===== src/rtl/mips_lsu_pkg.sv =====
// rtl/mips_lsu_pkg.sv - shared types, error codes and lane-mask helpers for the MIPS load/store unit
package mips_lsu_pkg;

  typedef enum logic [1:0] {
    SZ_B = 2'b00,
    SZ_H = 2'b01,
    SZ_W = 2'b10,
    SZ_D = 2'b11
  } size_e;

  typedef enum logic [1:0] {
    ST_IDLE   = 2'b00,
    ST_ACCESS = 2'b01,
    ST_RESP   = 2'b10
  } state_e;

  localparam logic [1:0] ERR_OK       = 2'b00;
  localparam logic [1:0] ERR_MISALIGN = 2'b01;
  localparam logic [1:0] ERR_TIMEOUT  = 2'b10;
  localparam logic [1:0] ERR_SIZE     = 2'b11;

  // Byte-enable pattern of an access at lane offset 0.
  function automatic logic [7:0] be_mask(input size_e size);
    case (size)
      SZ_B:    be_mask = 8'h01;
      SZ_H:    be_mask = 8'h03;
      SZ_W:    be_mask = 8'h0F;
      default: be_mask = 8'hFF;
    endcase
  endfunction

  // Address bits that must be zero for a naturally aligned access.
  function automatic logic [2:0] low_mask(input size_e size);
    case (size)
      SZ_B:    low_mask = 3'd0;
      SZ_H:    low_mask = 3'd1;
      SZ_W:    low_mask = 3'd3;
      default: low_mask = 3'd7;
    endcase
  endfunction

endpackage


===== src/rtl/mips_lsu_align.sv =====
// rtl/mips_lsu_align.sv - combinational lane steering: byte enables, store replication, load extract/extend
module mips_lsu_align
  import mips_lsu_pkg::*;
#(
  parameter int DATA_W = 32,
  localparam int BE_W  = DATA_W / 8,
  localparam int OFF_W = $clog2(BE_W)
) (
  input  size_e             size_i,
  input  logic              unsigned_i,
  input  logic [OFF_W-1:0]  offset_i,
  input  logic [DATA_W-1:0] wdata_i,
  input  logic [DATA_W-1:0] rdata_i,
  output logic [BE_W-1:0]   be_o,
  output logic [DATA_W-1:0] wdata_o,
  output logic [DATA_W-1:0] rdata_o
);

  logic [DATA_W-1:0] shifted;
  logic [DATA_W-1:0] keep;
  logic              sign_bit;

  // Size mask moved up to the addressed lane; offset is already size-aligned so nothing spills.
  always_comb begin
    be_o = BE_W'({8'h00, be_mask(size_i)} << offset_i);
  end

  // Replicate the low byte/half/word of the store data into every lane.
  always_comb begin
    wdata_o = '0;
    for (int i = 0; i < BE_W; i++) begin
      case (size_i)
        SZ_B:    wdata_o[i*8 +: 8] = wdata_i[7:0];
        SZ_H:    wdata_o[i*8 +: 8] = wdata_i[(i%2)*8 +: 8];
        SZ_W:    wdata_o[i*8 +: 8] = wdata_i[(i%4)*8 +: 8];
        default: wdata_o[i*8 +: 8] = wdata_i[i*8 +: 8];
      endcase
    end
  end

  // Right-justify the addressed lane, keep the access width and fill the rest with sign or zero.
  always_comb begin
    shifted = rdata_i >> {offset_i, 3'b000};
    case (size_i)
      SZ_B: begin
        keep     = DATA_W'(64'hFF);
        sign_bit = shifted[7];
      end
      SZ_H: begin
        keep     = DATA_W'(64'hFFFF);
        sign_bit = shifted[15];
      end
      SZ_W: begin
        keep     = DATA_W'(64'hFFFF_FFFF);
        sign_bit = shifted[31];
      end
      default: begin
        keep     = '1;
        sign_bit = shifted[DATA_W-1];
      end
    endcase
    rdata_o = (shifted & keep) | ((sign_bit && !unsigned_i) ? ~keep : '0);
  end

endmodule


===== src/rtl/mips_lsu.sv =====
// rtl/mips_lsu.sv - load/store unit top (req/ack memory, watchdog); LSU_MISALIGN_TRAP_EN enables alignment traps
module mips_lsu
  import mips_lsu_pkg::*;
#(
  parameter int DATA_W  = 32,
  parameter int ADDR_W  = 32,
  parameter int TIMEOUT = 16
) (
  input  logic                  clk,
  input  logic                  reset,
  input  logic                  req_valid,
  output logic                  req_ready,
  input  logic                  req_we,
  input  logic [1:0]            req_size,
  input  logic                  req_unsigned,
  input  logic [ADDR_W-1:0]     req_addr,
  input  logic [DATA_W-1:0]     req_wdata,
  output logic                  rsp_valid,
  output logic [DATA_W-1:0]     rsp_rdata,
  output logic [1:0]            rsp_err,
  output logic                  mem_req,
  output logic                  mem_we,
  output logic [ADDR_W-1:0]     mem_addr,
  output logic [DATA_W/8-1:0]   mem_be,
  output logic [DATA_W-1:0]     mem_wdata,
  input  logic                  mem_ack,
  input  logic [DATA_W-1:0]     mem_rdata
);

  localparam int BE_W  = DATA_W / 8;
  localparam int OFF_W = $clog2(BE_W);
  localparam int WD_W  = $clog2(TIMEOUT);

  state_e              state_q, state_d;
  logic [WD_W-1:0]     wd_q, wd_d;
  logic [1:0]          err_q, err_d;
  logic [DATA_W-1:0]   rdata_q, rdata_d;
  logic                capture;

  logic                we_q;
  size_e               size_q;
  logic                uns_q;
  logic [ADDR_W-OFF_W-1:0] line_q;
  logic [OFF_W-1:0]    off_q;
  logic [DATA_W-1:0]   wdata_q;

  size_e               req_size_e;
  logic [OFF_W-1:0]    req_lmask;
  logic [OFF_W-1:0]    req_off;
  logic                req_illegal;
  logic                req_misalign;

  logic [BE_W-1:0]     lane_be;
  logic [DATA_W-1:0]   lane_wdata;
  logic [DATA_W-1:0]   lane_rdata;
  logic                in_access;
  logic                in_resp;

  assign req_size_e  = size_e'(req_size);
  assign req_lmask   = OFF_W'(low_mask(req_size_e));
  // Without the trap the sub-size address bits are simply dropped.
  assign req_off     = req_addr[OFF_W-1:0] & ~req_lmask;
  assign req_illegal = (DATA_W == 32) && (req_size_e == SZ_D);

`ifdef LSU_MISALIGN_TRAP_EN
  assign req_misalign = |(req_addr[OFF_W-1:0] & req_lmask);
`else
  assign req_misalign = 1'b0;
`endif

  mips_lsu_align #(
    .DATA_W (DATA_W)
  ) u_align (
    .size_i     (size_q),
    .unsigned_i (uns_q),
    .offset_i   (off_q),
    .wdata_i    (wdata_q),
    .rdata_i    (mem_rdata),
    .be_o       (lane_be),
    .wdata_o    (lane_wdata),
    .rdata_o    (lane_rdata)
  );

  // Next state, watchdog and response capture.
  always_comb begin
    state_d = state_q;
    wd_d    = wd_q;
    err_d   = err_q;
    rdata_d = rdata_q;
    capture = 1'b0;
    case (state_q)
      ST_IDLE: begin
        if (req_valid) begin
          capture = 1'b1;
          wd_d    = '0;
          rdata_d = '0;
          if (req_illegal) begin
            state_d = ST_RESP;
            err_d   = ERR_SIZE;
          end else if (req_misalign) begin
            state_d = ST_RESP;
            err_d   = ERR_MISALIGN;
          end else begin
            state_d = ST_ACCESS;
            err_d   = ERR_OK;
          end
        end
      end
      ST_ACCESS: begin
        if (mem_ack) begin
          state_d = ST_RESP;
          err_d   = ERR_OK;
          rdata_d = we_q ? '0 : lane_rdata;
        end else if (wd_q == WD_W'(TIMEOUT - 1)) begin
          // This is the TIMEOUT-th cycle spent waiting.
          state_d = ST_RESP;
          err_d   = ERR_TIMEOUT;
          rdata_d = '0;
        end else begin
          wd_d = wd_q + 1'b1;
        end
      end
      default: begin
        state_d = ST_IDLE;
      end
    endcase
  end

  // FSM and response registers; reset abandons any access in flight.
  always_ff @(posedge clk) begin
    if (!reset) begin
      state_q <= ST_IDLE;
      wd_q    <= '0;
      err_q   <= ERR_OK;
      rdata_q <= '0;
    end else begin
      state_q <= state_d;
      wd_q    <= wd_d;
      err_q   <= err_d;
      rdata_q <= rdata_d;
    end
  end

  // Request fields held for the whole access so the memory side sees stable values.
  always_ff @(posedge clk) begin
    if (!reset) begin
      we_q    <= 1'b0;
      size_q  <= SZ_B;
      uns_q   <= 1'b0;
      line_q  <= '0;
      off_q   <= '0;
      wdata_q <= '0;
    end else if (capture) begin
      we_q    <= req_we;
      size_q  <= req_size_e;
      uns_q   <= req_unsigned;
      line_q  <= req_addr[ADDR_W-1:OFF_W];
      off_q   <= req_off;
      wdata_q <= req_wdata;
    end
  end

  assign in_access = (state_q == ST_ACCESS);
  assign in_resp   = (state_q == ST_RESP);

  assign req_ready = (state_q == ST_IDLE);
  assign rsp_valid = in_resp;
  assign rsp_err   = in_resp ? err_q : ERR_OK;
  assign rsp_rdata = in_resp ? rdata_q : '0;

  assign mem_req   = in_access;
  assign mem_we    = in_access && we_q;
  assign mem_addr  = in_access ? {line_q, {OFF_W{1'b0}}} : '0;
  assign mem_be    = in_access ? lane_be : '0;
  assign mem_wdata = (in_access && we_q) ? lane_wdata : '0;

endmodule


===== config.mk =====
export PLATFORM = sky130hd
export DESIGN_NAME = mips_lsu
export DESIGN_NICKNAME = d
export VERILOG_FILES = /design/src/rtl/mips_lsu_pkg.sv /design/src/rtl/mips_lsu_align.sv /design/src/rtl/mips_lsu.sv
export SDC_FILE = /design/constraint.sdc
export NUM_CORES = 1
export LEC_CHECK = 0
export BUFFER_PORTS_ARGS = -buffer_cell sky130_fd_sc_hd__clkbuf_2
export CORE_MARGIN = 4
export CORE_UTILIZATION = 49
export CTS_CLUSTER_SIZE = 8
export DETAILED_ROUTE_END_ITERATION = 16
export HOLD_SLACK_MARGIN = 0.05
export PLACE_DENSITY = 0.78
export REMOVE_ABC_BUFFERS = 1
export SLEW_MARGIN = 20
export SYNTH_ARGS = -nofsm -noshare
export SYNTH_HDL_FRONTEND = slang
export SYNTH_SLANG_ARGS = --single-unit

===== constraint.sdc =====
create_clock -name clk -period 2.7 [get_ports clk]
set_clock_uncertainty 0.1 [all_clocks]
set_input_delay 0.54 -clock clk [delete_from_list [all_inputs] [get_ports clk]]
set_output_delay 0.54 -clock clk [all_outputs]
set_load 0.005 [all_outputs]

# Word-level counts from Yosys, hierarchy flattened
# Index checks and enable logic that the tools add are counted.
# W data, S select, Z words.
dict set report totals {
  register_bits 108
  output_inout_bits 106
  elab_cells 74
}
dict set report op_classes {
  n_addsub 1
  eq_ne 12
  shifts 2
  n_mux 33
  bitwise_logic 5
  reduce_logical 11
}
# op n
set op_table {}
lappend op_table {{$mux W32} 8}
lappend op_table {{$pmux W32 S2} 2}
lappend op_table {{$and A32 B32 Y32} 1}
lappend op_table {{$not A32 Y32} 1}
lappend op_table {{$or A32 B32 Y32} 1}
lappend op_table {{$shr A32 B5 Y32} 1}
lappend op_table {{$pmux W8 S3} 1}
lappend op_table {{$mux W2} 8}
lappend op_table {{$mux W4} 4}
lappend op_table {{$mux W8} 2}
lappend op_table {{$pmux W8 S2} 1}
lappend op_table {{$eq A2 B2 Y1 const B} 4}
lappend op_table {{$pmux W2 S2} 2}
lappend op_table {{$pmux W4 S2} 1}
lappend op_table {{$shl A8 B2 Y4} 1}
lappend op_table {{$eq A2 B1 Y1 const B} 3}
lappend op_table {{$logic_not A2 Y1} 3}
lappend op_table {{$ne A2 B2 Y1 const B} 3}
lappend op_table {{$pmux W2 S3} 1}
lappend op_table {{$add A4 B1 Y4 const B} 1}
lappend op_table {{$eq A4 B4 Y1 const B} 1}
lappend op_table {{$reduce_and A4 Y1} 1}
lappend op_table {{$ne A3 B2 Y1 const B} 1}
lappend op_table {{$reduce_and A3 Y1} 1}
lappend op_table {{9 further kinds} 11}

# Longest topological paths before layout
dict set report logic_depth {
  ltp_word 8
  mapped_depth 7
}

# Modules after synthesis
# A second synthesis with hierarchy kept.
dict set report hier_totals {
  cells_unflattened 789
  hier_area_um2 5896.9
}
# mod instances cells_per_inst area_per_inst_um2
set modules_own_cells {}
lappend modules_own_cells {mips_lsu 1 611 4619.4}
lappend modules_own_cells {mips_lsu_align 1 178 1277.5}

# Least setup slack after synthesis
# No wires, ideal clock.
dict set report synth_path {
  path_kind {reg2out}
  startpoint {reg state_q[1]}
  endpoint {out mem_wdata[16]}
  arrival_ps 1321
  t_required_ps 2060
  setup_slack_ps 739
  stages_incl_launch_ff 7
  n_path_buf 2
  path_cell_list {dfxtp_1 -> buf_2 -> nand2b_1 -> inv_1 -> nand2_1 -> clkbuf_1 -> nor2_1}
}
dict set report synth_via {
  elab_chain_cells 3
}
# item line_no
set synth_lines {}
lappend synth_lines {{start, declared} mips_lsu.sv:34} ;# state_e state_q, state_d;
lappend synth_lines {{start signal, assigned} mips_lsu.sv:137} ;# state_q <= state_d;
lappend synth_lines {{$eq A2 B1 Y1} mips_lsu.sv:163} ;# assign in_access = (state_q == ST_ACCESS);
lappend synth_lines {{$logic_and A1 B1 Y1} mips_lsu.sv:175} ;# assign mem_wdata = (in_access && we_q) ? lane_wdata : '0;
lappend synth_lines {{$mux W32} mips_lsu.sv:175}
lappend synth_lines {{end, declared} mips_lsu.sv:25} ;# output logic [DATA_W-1:0] mem_wdata,
# Every way passes these cells.

# Worst setup path in the final report
dict set report layout_path {
  startpoint {reg state_q[1]}
  endpoint {out mem_wdata[26]}
}
# The elaborated chain is that of the path after synthesis.

==> results.toml <==
[outcome]
status = "complete, no violations"

[clock_tree]
clock-sinks = 108
clock-root-buffer = "clkbuf_8"
path_clk_slew_ns = 0.10
cts_max_level = 3
ctsLongestPathBuffers = 2
cts_tree = "yes"
cts_hold_buf = 0
insertion_delay_ns = 0.36
cts_buffers = 9

[route]
drt_iter0_drc = 359
drt-total-wl_um = 16700
drt-vias-per-instance = 5.52
drc = 0
dr_total_vias = 5629
first_pass_iters = 5
ant_nets = 0
avgRoutedWirePerCell_um = 16.4

[critical_path]
rr_endpoint = "rdata_q[25]"
cp-end-kind = "output port"
path_cells = "nand2b_1, clkinvlp_4, nand2_1, buf_4, nor2_1, clkbuf_2"
start_kind = "flip-flop"
rrSetupSlack_ns = 0.62
startpoint = "state_q[1]"
slowest_stage = "dfxtp_1"
critPathMaxFanout = 25
slowest_delay_ns = 0.35
endpoint = "mem_wdata[26]"
critPathRequiredTime_ns = 2.06
rr_worst_depth = 4
timing.rr.start = "we_q"
cp.arrival_ns = 1.85
path_class = "reg2out"

[yosys]
synth_seq_area_share_pct = 40.5
synth_top_area_cell = "dfxtp_1"
yosys-top-cells-area = "dfxtp_1 (41%), nand2_1 (11%), a21oi_1 (11%)"
ys_ff_latch = 108
synthFlopType = "dfxtp_1"
syn-cell-area_mm2 = 0.00534
synth-edff-count = 0
yosysTopAreaCellShare_pct = 40.5
async_flop_share_pct = 0
syn_area_per_cell_um2 = 7.65
yosys_warnings = 0
netlist_instances = 698
ys_types = 44

[grt]
grt_start_max_net_pins = 99
grt_pass1_vias = 5579
grt_pass1_wl_um = 27000
grt_overflow = 0
antenna_found_initial = 0
grtUsageTotal_pct = 25.7

[floorplan]
ioPinCount = 210
start_util_pct = 51.0
die-area_mm2 = 0.0126
die_w_um = 112
die_y_um = 112
num_rows = 37
core_mm2 = 0.0105

[placement]
dp_hpwl_um = 11700
dp.cells = 1002
dp_slack_ns = 0.573
place_congestion = 0.880
portBuffers = 207

[sta]
min_period_ns = 2.49
finalHoldViolCount = 0
maxSlewHeadroom_pct = 55.9
max_clock_freq_ghz = 0.402
rsz0062_at_grt = "no"
setup_tns_ns = 0
slew_violations = 0
setup_violations = 0
max_slew.worst_pin.slew_ns = 0.658
layout_setup_ws_ns = 0.212
fin_crit_sh_pct = 92.2

[min_path]
hold_class = "in2reg"

[layout]
drive_above_1_share_pct = 28.8
layout.cells.non_filler = 1020
antenna_cells = 0
fill_cells = 924
finalNetCount = 984
synthToLayoutAreaGrowth_pct = 27.3
post-route-util_pct = 64.9

[pwr]
power_density_mw_per_mm2 = 545
comb_power_share_pct = 16.4
p_sw_uw = 974
seq_power_share_pct = 47.2
p_int_mw = 2.72
peakVddDrop_mv = 0.323
static-leakage-power_nw = 3.01
switching_share_pct = 26.3
power_frac_clock_pct = 36.5

[job]
drv_cap = 0
sequential cells by signal, indices dropped and copies added, names as in the netlist:
signal   flops
err_q        2
line_q      30
off_q        2
rdata_q     32
size_q       2
state_q      2
uns_q        1
wd_q         4
wdata_q     32
we_q         1
final cells by class:
type | instances | area [µm²] | share of cell area, %
clock buffer | 9 | 124 | 1.82
clock inverter | 7 | 163 | 2.39
inverter | 8 | 33.8 | 0.497
multi-input combinational | 523 | 2900 | 42.7
sequential | 108 | 2160 | 31.8
tap | 136 | 170 | 2.51
timing repair buffer | 229 | 1240 | 18.2
metrics by stage:
step	hold WS, ns	total power, mW	area [µm²]
after floorplan	0.332	2.10	5080
after global placement	0.339	2.35	6490
after detailed placement	0.342	2.37	6490
after CTS	0.269	3.70	6770
after global routing	0.268	3.86	6790
final	0.285	3.70	6790
critical path: cells and delay by family, from the launching register on:
| kind | cells | cell delay, ns |
|---|---|---|
| AND/OR/NAND/NOR | 3 | 0.49 |
| flip-flops | 1 | 0.35 |
| buffers and inverters | 3 | 0.63 |
synth_stat cells (2+ instances only):
master	number
nand2_1	163
mux2i_1	33
nand2b_1	2
dfxtp_1	108
and3_1	8
a211o_1	7
a2bb2oi_1	9
buf_4	3
and2_1	65
a211oi_1	3
a32oi_1	7
or3_1	3
a21oi_1	112
nand3_1	4
inv_1	7
nor2b_1	8
o22ai_1	2
clkbuf_1	41
nand3b_1	2
nor3b_1	2
a22oi_1	10
buf_2	15
nor2_1	42
a22o_1	8
o21ai_0	13
nor3_1	3
worst min-delay path by stage:
stage                       from         end  slack, ns  depth (start not counted)
floorplan              line_q[0]   line_q[0]       0.33                          2
global placement      line_q[11]  line_q[11]       0.34                          2
detailed placement     line_q[5]   line_q[5]       0.34                          2
CTS                 req_addr[23]  line_q[21]       0.27                          3
global route        req_wdata[0]  wdata_q[0]       0.27                          3
finish              req_addr[23]  line_q[21]       0.29                          3
cells by family (layout without fill, tap and decap cells):
kind of cell | after synthesis | count (layout) | synth area share, %
simple gates | 310 | 310 | 27.6
compound gates | 175 | 175 | 19.5
flops | 108 | 108 | 40.5
buf+inv | 68 | 253 | 5.35
mux | 34 | 34 | 6.61
fa+ha+maj | 1 | 1 | 0.234
other cells | 1 | 2 | 0.0703
xor+xnor | 1 | 1 | 0.164
per-layer routing:
| layer | wire (µm) | global-route usage (%) | part of all wire (%) |
|---|---|---|---|
| met2 | 8050 | 43.8 | 48 |
| met3 | 1710 | 7.06 | 10 |
| met5 | 0 | 0 | 0 |
| met1 | 6580 | 30.9 | 39 |
| met4 | 348 | 9.46 | 2.1 |
timing repair:
| action | 4_1_cts | 5_1_grt |
|---|---|---|
| setup buffers | 0 | 2 |
| setup endpoints to repair | 0 | 21 |
| resized for setup | 0 | 1 |
placed cells by master (no fill, tap or decap), types with 2 or more instances in the layout:
cell,synthesis,final
a211o_1,7,7
a2bb2oi_1,9,9
buf_4,3,19
inv_1,7,6
dfxtp_1,108,108
o21ai_0,13,13
buf_12,0,3
bufinv_16,0,5
nand2_1,163,162
nand3_1,4,4
a211oi_1,3,3
a22o_1,8,8
nor3_1,3,3
o22ai_1,2,2
clkbuf_8,0,9
nor3b_1,2,2
or3_1,3,3
a22oi_1,10,10
nand3b_1,2,2
a32oi_1,7,7
and3_1,8,8
mux2i_1,33,33
a21oi_1,112,112
clkbuf_2,0,207
clkinvlp_4,0,2
nand2b_1,2,2
nor2b_1,8,8
and2_1,65,65
nor2_1,42,42
conb_1,1,2
power by group through the flow:
stage / clock (mW) / combinational (mW) / sequential (mW)
after detailed placement: 0 / 0.594 / 1.78
final: 1.35 / 0.605 / 1.74
after CTS: 1.36 / 0.598 / 1.74
after global routing: 1.43 / 0.673 / 1.76
after global placement: 0 / 0.577 / 1.77
after floorplan: 0 / 0.319 / 1.78
(Power assumes the default switching activity.)
